==> src/rtl/vec_pkg.sv <==
// Shared types and helpers for the vector lane sequencer.
package vec_pkg;

    typedef enum logic [1:0] {
        IDLE  = 2'd0,
        ISSUE = 2'd1,
        DONE  = 2'd2
    } seq_state_e;

    localparam logic OP_VV = 1'b1;
    localparam logic OP_VS = 1'b0;

    function automatic int ceil_div(input int a, input int b);
        return (a + b - 1) / b;
    endfunction

endpackage

==> src/rtl/lane_slice_mux.sv <==
// Selects the LANES-wide slice of a captured vector for one beat; lane k carries
// element k*BEATS+beat, zero with in_range_o[k]=0 when that element is padding.
module lane_slice_mux #(
    parameter int L     = 8,
    parameter int V     = 20,
    parameter int LANES = 4,
    parameter int BEATS = 5,
    parameter int BW    = 3
) (
    input  logic [V*L-1:0]     vec_i,
    input  logic [BW-1:0]      beat_i,
    output logic [LANES*L-1:0] slice_o,
    output logic [LANES-1:0]   in_range_o
);

    // Table sized to the full beat index range so every beat value selects a defined slot.
    localparam int SLOTS = 1 << BW;

    genvar k, b;
    for (k = 0; k < LANES; k++) begin : g_lane
        logic [L-1:0]     col_s [SLOTS];
        logic [SLOTS-1:0] rng_s;

        for (b = 0; b < SLOTS; b++) begin : g_slot
            if ((b < BEATS) && ((k * BEATS + b) < V)) begin : g_live
                assign col_s[b] = vec_i[(k * BEATS + b) * L +: L];
                assign rng_s[b] = 1'b1;
            end else begin : g_pad
                assign col_s[b] = {L{1'b0}};
                assign rng_s[b] = 1'b0;
            end
        end

        assign slice_o[k * L +: L] = col_s[beat_i];
        assign in_range_o[k]       = rng_s[beat_i];
    end

endmodule

==> src/rtl/vector_lane_sequencer.sv <==
// Captures A/B operand vectors and issues them to a LANES-wide ALU over BEATS beats.
// Optional per-element masking is enabled by defining SEQ_MASK_EN.
module vector_lane_sequencer
    import vec_pkg::*;
#(
    parameter int N     = 32,
    parameter int L     = 8,
    parameter int V     = 20,
    parameter int LANES = 4,
    localparam int BEATS = ceil_div(V, LANES),
    localparam int BW    = (BEATS > 1) ? $clog2(BEATS) : 1
) (
    input  logic               CLK,
    input  logic               RST,
    input  logic               start_i,
    input  logic [1:0]         OpType,
    input  logic [V*L-1:0]     RD1_VEC_i,
    input  logic [V*L-1:0]     RD2_VEC_i,
    input  logic [N-1:0]       Scalar_i,
`ifdef SEQ_MASK_EN
    input  logic [V-1:0]       mask_i,
`endif
    output logic               start_ready_o,
    output logic [LANES*L-1:0] Vec_A_o,
    output logic [LANES*L-1:0] Vec_B_o,
    output logic [LANES-1:0]   lane_en_o,
    output logic [BW-1:0]      beat_o,
    output logic               out_valid_o,
    input  logic               out_ready_i,
    output logic               busy_o,
    output logic               done_o
);

    seq_state_e       state_q, state_d;
    logic [BW-1:0]    beat_q, beat_d;
    logic [V*L-1:0]   a_q, a_d;
    logic [V*L-1:0]   b_q, b_d;
    logic [1:0]       op_q, op_d;
    logic [LANES*L-1:0] a_slice_s, b_slice_s;
    logic [LANES-1:0] a_rng_s, b_rng_s;
    logic [LANES-1:0] mask_lane_s;
    logic             last_beat_s;
    logic             unused_s;

    assign last_beat_s = (beat_q == BW'(BEATS - 1));

`ifdef SEQ_MASK_EN
    logic [V-1:0]     mask_q, mask_d;
    logic [LANES-1:0] mask_rng_s;
`endif

    // Next-state, beat advance and operand capture.
    always_comb begin
        state_d = state_q;
        beat_d  = beat_q;
        a_d     = a_q;
        b_d     = b_q;
        op_d    = op_q;
`ifdef SEQ_MASK_EN
        mask_d  = mask_q;
`endif
        case (state_q)
            IDLE: begin
                if (start_i) begin
                    state_d = ISSUE;
                    beat_d  = {BW{1'b0}};
                    a_d     = RD1_VEC_i;
                    b_d     = (OpType[0] == OP_VV) ? RD2_VEC_i : {V{Scalar_i[L-1:0]}};
                    op_d    = OpType;
`ifdef SEQ_MASK_EN
                    mask_d  = mask_i;
`endif
                end else begin
                    state_d = IDLE;
                end
            end
            ISSUE: begin
                // start_i is deliberately not looked at here; only the ALU handshake moves us.
                if (out_ready_i) begin
                    if (last_beat_s) begin
                        state_d = DONE;
                    end else begin
                        beat_d = beat_q + BW'(1);
                    end
                end else begin
                    state_d = ISSUE;
                end
            end
            DONE: begin
                state_d = IDLE;
            end
            default: begin
                state_d = IDLE;
            end
        endcase
    end

    // State and capture registers; reset aborts any operation in flight.
    always_ff @(posedge CLK or negedge RST) begin
        if (!RST) begin
            state_q <= IDLE;
            beat_q  <= {BW{1'b0}};
            a_q     <= {(V*L){1'b0}};
            b_q     <= {(V*L){1'b0}};
            op_q    <= 2'b00;
`ifdef SEQ_MASK_EN
            mask_q  <= {V{1'b0}};
`endif
        end else begin
            state_q <= state_d;
            beat_q  <= beat_d;
            a_q     <= a_d;
            b_q     <= b_d;
            op_q    <= op_d;
`ifdef SEQ_MASK_EN
            mask_q  <= mask_d;
`endif
        end
    end

    lane_slice_mux #(.L(L), .V(V), .LANES(LANES), .BEATS(BEATS), .BW(BW)) u_mux_a (
        .vec_i      (a_q),
        .beat_i     (beat_q),
        .slice_o    (a_slice_s),
        .in_range_o (a_rng_s)
    );

    lane_slice_mux #(.L(L), .V(V), .LANES(LANES), .BEATS(BEATS), .BW(BW)) u_mux_b (
        .vec_i      (b_q),
        .beat_i     (beat_q),
        .slice_o    (b_slice_s),
        .in_range_o (b_rng_s)
    );

`ifdef SEQ_MASK_EN
    lane_slice_mux #(.L(1), .V(V), .LANES(LANES), .BEATS(BEATS), .BW(BW)) u_mux_mask (
        .vec_i      (mask_q),
        .beat_i     (beat_q),
        .slice_o    (mask_lane_s),
        .in_range_o (mask_rng_s)
    );
    assign unused_s = ^{op_q[1], Scalar_i, b_rng_s, mask_rng_s};
`else
    assign mask_lane_s = {LANES{1'b1}};
    assign unused_s    = ^{op_q[1], Scalar_i, b_rng_s};
`endif

    assign start_ready_o = (state_q == IDLE);
    assign out_valid_o   = (state_q == ISSUE);
    assign busy_o        = (state_q != IDLE);
    assign done_o        = (state_q == DONE);
    assign beat_o        = beat_q;
    assign Vec_A_o       = a_slice_s;
    // Scalar broadcast reaches padded lanes too, so it bypasses the slice mux.
    assign Vec_B_o       = (op_q[0] == OP_VV) ? b_slice_s : {LANES{b_q[L-1:0]}};
    assign lane_en_o     = out_valid_o ? (a_rng_s & mask_lane_s) : {LANES{1'b0}};

endmodule
==> config.mk <==
export PLATFORM = sky130hd
export DESIGN_NAME = vector_lane_sequencer
export DESIGN_NICKNAME = d
export VERILOG_FILES = /design/src/rtl/vec_pkg.sv /design/src/rtl/lane_slice_mux.sv /design/src/rtl/vector_lane_sequencer.sv
export SDC_FILE = /design/constraint.sdc
export NUM_CORES = 1
export LEC_CHECK = 0
export BUFFER_PORTS_ARGS = -buffer_cell sky130_fd_sc_hd__buf_2
export CAP_MARGIN = 25
export CORE_ASPECT_RATIO = 1.5
export CORE_MARGIN = 5
export CORE_UTILIZATION = 30
export DETAILED_ROUTE_END_ITERATION = 10
export PLACE_DENSITY = 0.62
export REMOVE_ABC_BUFFERS = 1
export SLEW_MARGIN = 20
export SYNTH_ARGS = -nofsm -noshare
export SYNTH_HDL_FRONTEND = slang
export SYNTH_HIERARCHICAL = 1
export SYNTH_SLANG_ARGS = --single-unit
export TNS_END_PERCENT = 20
==> constraint.sdc <==
create_clock -name CLK -period 1.85 [get_ports CLK]
set_input_delay 0.37 -clock CLK [delete_from_list [all_inputs] [get_ports CLK]]
set_output_delay 0.37 -clock CLK [all_outputs]
set_load 0.005 [all_outputs]
==> results.py <==
metrics = {
    "finish": {
        "final_layout_size_suffix_gt1_frac": 0.432,
        "most-common-layout-cells": "buf_2 (405), dfrtp_1 (322), a21oi_1 (320)",
        "n_fill_cell": 5395,
        "area_delta_synth_final_pct": 28.9,
        "final_common_cell": "buf_2",
        "finalNetCount": 2273,
        "postLayoutCoreUtil": 0.390,
    },
    "power_and_ir_drop": {
        "worst_ir_drop_vdd_v": 0.00117,
        "power.switching_fraction": 0.345,
        "power.share.clock": 0.193,
        "p_switching_mw": 13.6,
        "p_comb_frac": 0.479,
        "total_leakage_power_nw": 9.80,
        "power.sequential.fraction": 0.328,
        "cell_internal_pwr_mw": 25.8,
        "power.density_nw_per_um2": 1840,
    },
    "worst_setup_path": {
        "timing.critical_path.depth": 7,
        "worstRegToRegCells": 8,
        "worst_setup_path_start_kind": "flop",
        "setup.worst_path.class": "flop to primary output",
        "worstPathArrival_ns": 2.33,
        "crit_top_cell": "nand2_1",
        "worstPathCellList": "buf_12 -> clkbuf_16 -> mux2_4 -> a221o_1 -> nand2_1 -> nand2_1 -> buf_2",
        "crit_fanout": 7,
        "timing.critical_path.max_delay_family": "flip-flops",
        "cpPeakStageDelay_ns": 0.56,
        "timing.critical_path.required_ns": 1.48,
        "critical-path-slowest-cell": "dfrtp_4",
        "critical_path.endpoint_type": "primary output",
        "timing.critical_path.buf_inv": 3,
    },
    "route": {
        "top_layer": "met5",
        "dr_wl_met2_mm": 26.1,
        "avgViaCountPerCell": 4.86,
        "antenna_nets_post_route": 0,
        "detail_route.wl_per_cell_um": 19.7,
        "detail_route.first_pass.iterations": 5,
        "drc_errors": 0,
        "detailedRoute.firstIterationViolations": 467,
        "routedLengthMet1_mm": 20.1,
        "total_via_count_in_the_routed_design": 12820,
        "wirelength_mm": 52.0,
        "detailroute.wirelength.met3_mm": 3.84,
    },
    "clock_tree": {
        "cts_root_buf": "clkbuf_16",
        "clock_path_buffers": 3,
        "worst_setup_hold_path_clk_slew_ns": 0.07,
        "cts_tree": "yes",
        "h-tree-depth": 2,
        "clock_sinks": 326,
        "clock_insertion_delay_worst_skew_ns": 0.54,
        "cts-buffers-inserted": 37,
    },
    "sta": {
        "timing.max_slew.rel_slack": 0.554,
        "layout_min_cycle_time_ns": 2.70,
        "max_freq_mhz": 371,
        "final_max_slew_viol_count": 0,
        "worst-slew-pin-transition_ns": 0.666,
        "report.final.hold_viol_count": 0,
        "skew_ns": 0.0129,
        "setup_slack_ns": -0.848,
        "timing.final.setup_violations": 71,
        "fin_crit_sh": 1.46,
        "setup-tns-final_ns": -50.13,
        "rsz0062_at_grt": "yes",
    },
    "yosys": {
        "synth_cells": 1470,
        "mappedNetlistArea_um2": 16600,
        "average_footprint_of_a_synthesized_cell_um2": 11.3,
        "ys_warn_count": 6,
    },
    "die": {
        "initial_core_util": 0.303,
        "die_span_in_y_um": 298,
        "core.rowCount": 105,
        "core_um2": 54800,
        "boundaryPins": 433,
        "floorplan.die_area_um2": 60200,
        "floorplan.die.width_um": 202,
    },
    "place": {
        "post-dp-hpwl_mm": 36.9,
        "io_buffers": 407,
        "gp_congestion": 0.820,
    },
    "global_route": {
        "grt_antenna_before_repair": 17,
        "grt_start_max_net_pins": 59,
        "grt_first_pass_wirelength_mm": 77.3,
        "grt_util_all_layers": 0.160,
        "grt.overflow.total": 0,
        "first_global_vias": 14072,
    },
    "hold_path": {
        "timing.hold.worst_path_depth": 2,
        "timing.hold.worst.class": "input port to flop",
    },
    "run_status": {
        "failed_checks": "negative setup slack",
        "outcome": "complete, but fails checks",
    },
    "run": {
        "maxCapViolations": 0,
    },
}
-- power by group through the flow --
stage          sequential (mW)  clock (mW)  combinational (mW)
2_1_floorplan             12.6           0                10.8
3_3_place_gp              12.7           0                17.6
3_5_place_dp              12.9           0                18.0
4_1_cts                   12.9        7.88                18.1
5_1_grt                   13.4        8.17                20.5
6_report                  12.9        7.59                18.9
-- routing by layer --
layer / vias to the layer above / GRT usage
met5: - / 0
met4: 16 / 0.0603
met3: 98 / 0.0508
met2: 409 / 0.279
met1: 6220 / 0.184
li1: 6077 / -
-- flip-flops by register name (all words and copies together), names as in the netlist --
| signal | cells |
|---|---|
| a_q | 160 |
| b_q | 160 |
| beat_o | 3 |
| op_q | 1 |
| state_q | 2 |
-- stage by stage --
stage          area [µm²]  cells  power (mW)  hold slack [ns]  worst slack, ns
2_1_floorplan       15600   1343        23.4           0.0744            -4.56
3_3_place_gp        19700   2553        30.4            0.321           -0.256
3_5_place_dp        19700   2553        30.9            0.322           -0.240
4_1_cts             21000   2619        38.9          0.00522           -0.857
5_1_grt             21400   2636        42.0           0.0103           -0.955
6_report            21400   2640        39.3           0.0562           -0.848
-- final timing paths --
kind / from / endpoint / slack [ns]
setup reg to reg: beat_o[1] / beat_o[2] / -0.13
max in group asynchronous: RST / b_q[71] / 0.80
hold reg to reg: a_q[132] / a_q[132] / 0.50
hold / removal: RD1_VEC_i[36] / a_q[36] / 0.06
min in group asynchronous: RST / a_q[21] / 0.34
setup / recovery: beat_o[1] / Vec_B_o[27] / -0.85
-- cell type report --
type                            instances  area [µm²]  area share
Sequential cell                       326        8170       0.382
Timing Repair Buffer                  530        3520       0.165
Antenna cell                            6        15.0    0.000703
Clock inverter                          9         133     0.00621
Tap cell                              695         870      0.0407
Clock buffer                           56        1110      0.0519
Inverter                                6        22.5     0.00105
Multi-Input combinational cell       1012        7540       0.353
-- what timing repair did --
action | CTS | global route
hold buffers | 1 | 0
pin swaps | 34 | 16
gates resized for setup | 10 | 31
endpoints found under the setup margin | 73 | 141
cloned | 0 | 9
setup buffers | 0 | 6
endpoints found under the hold margin | 31 | 0
No activity file was read; power rests on OpenSTA's default activity.
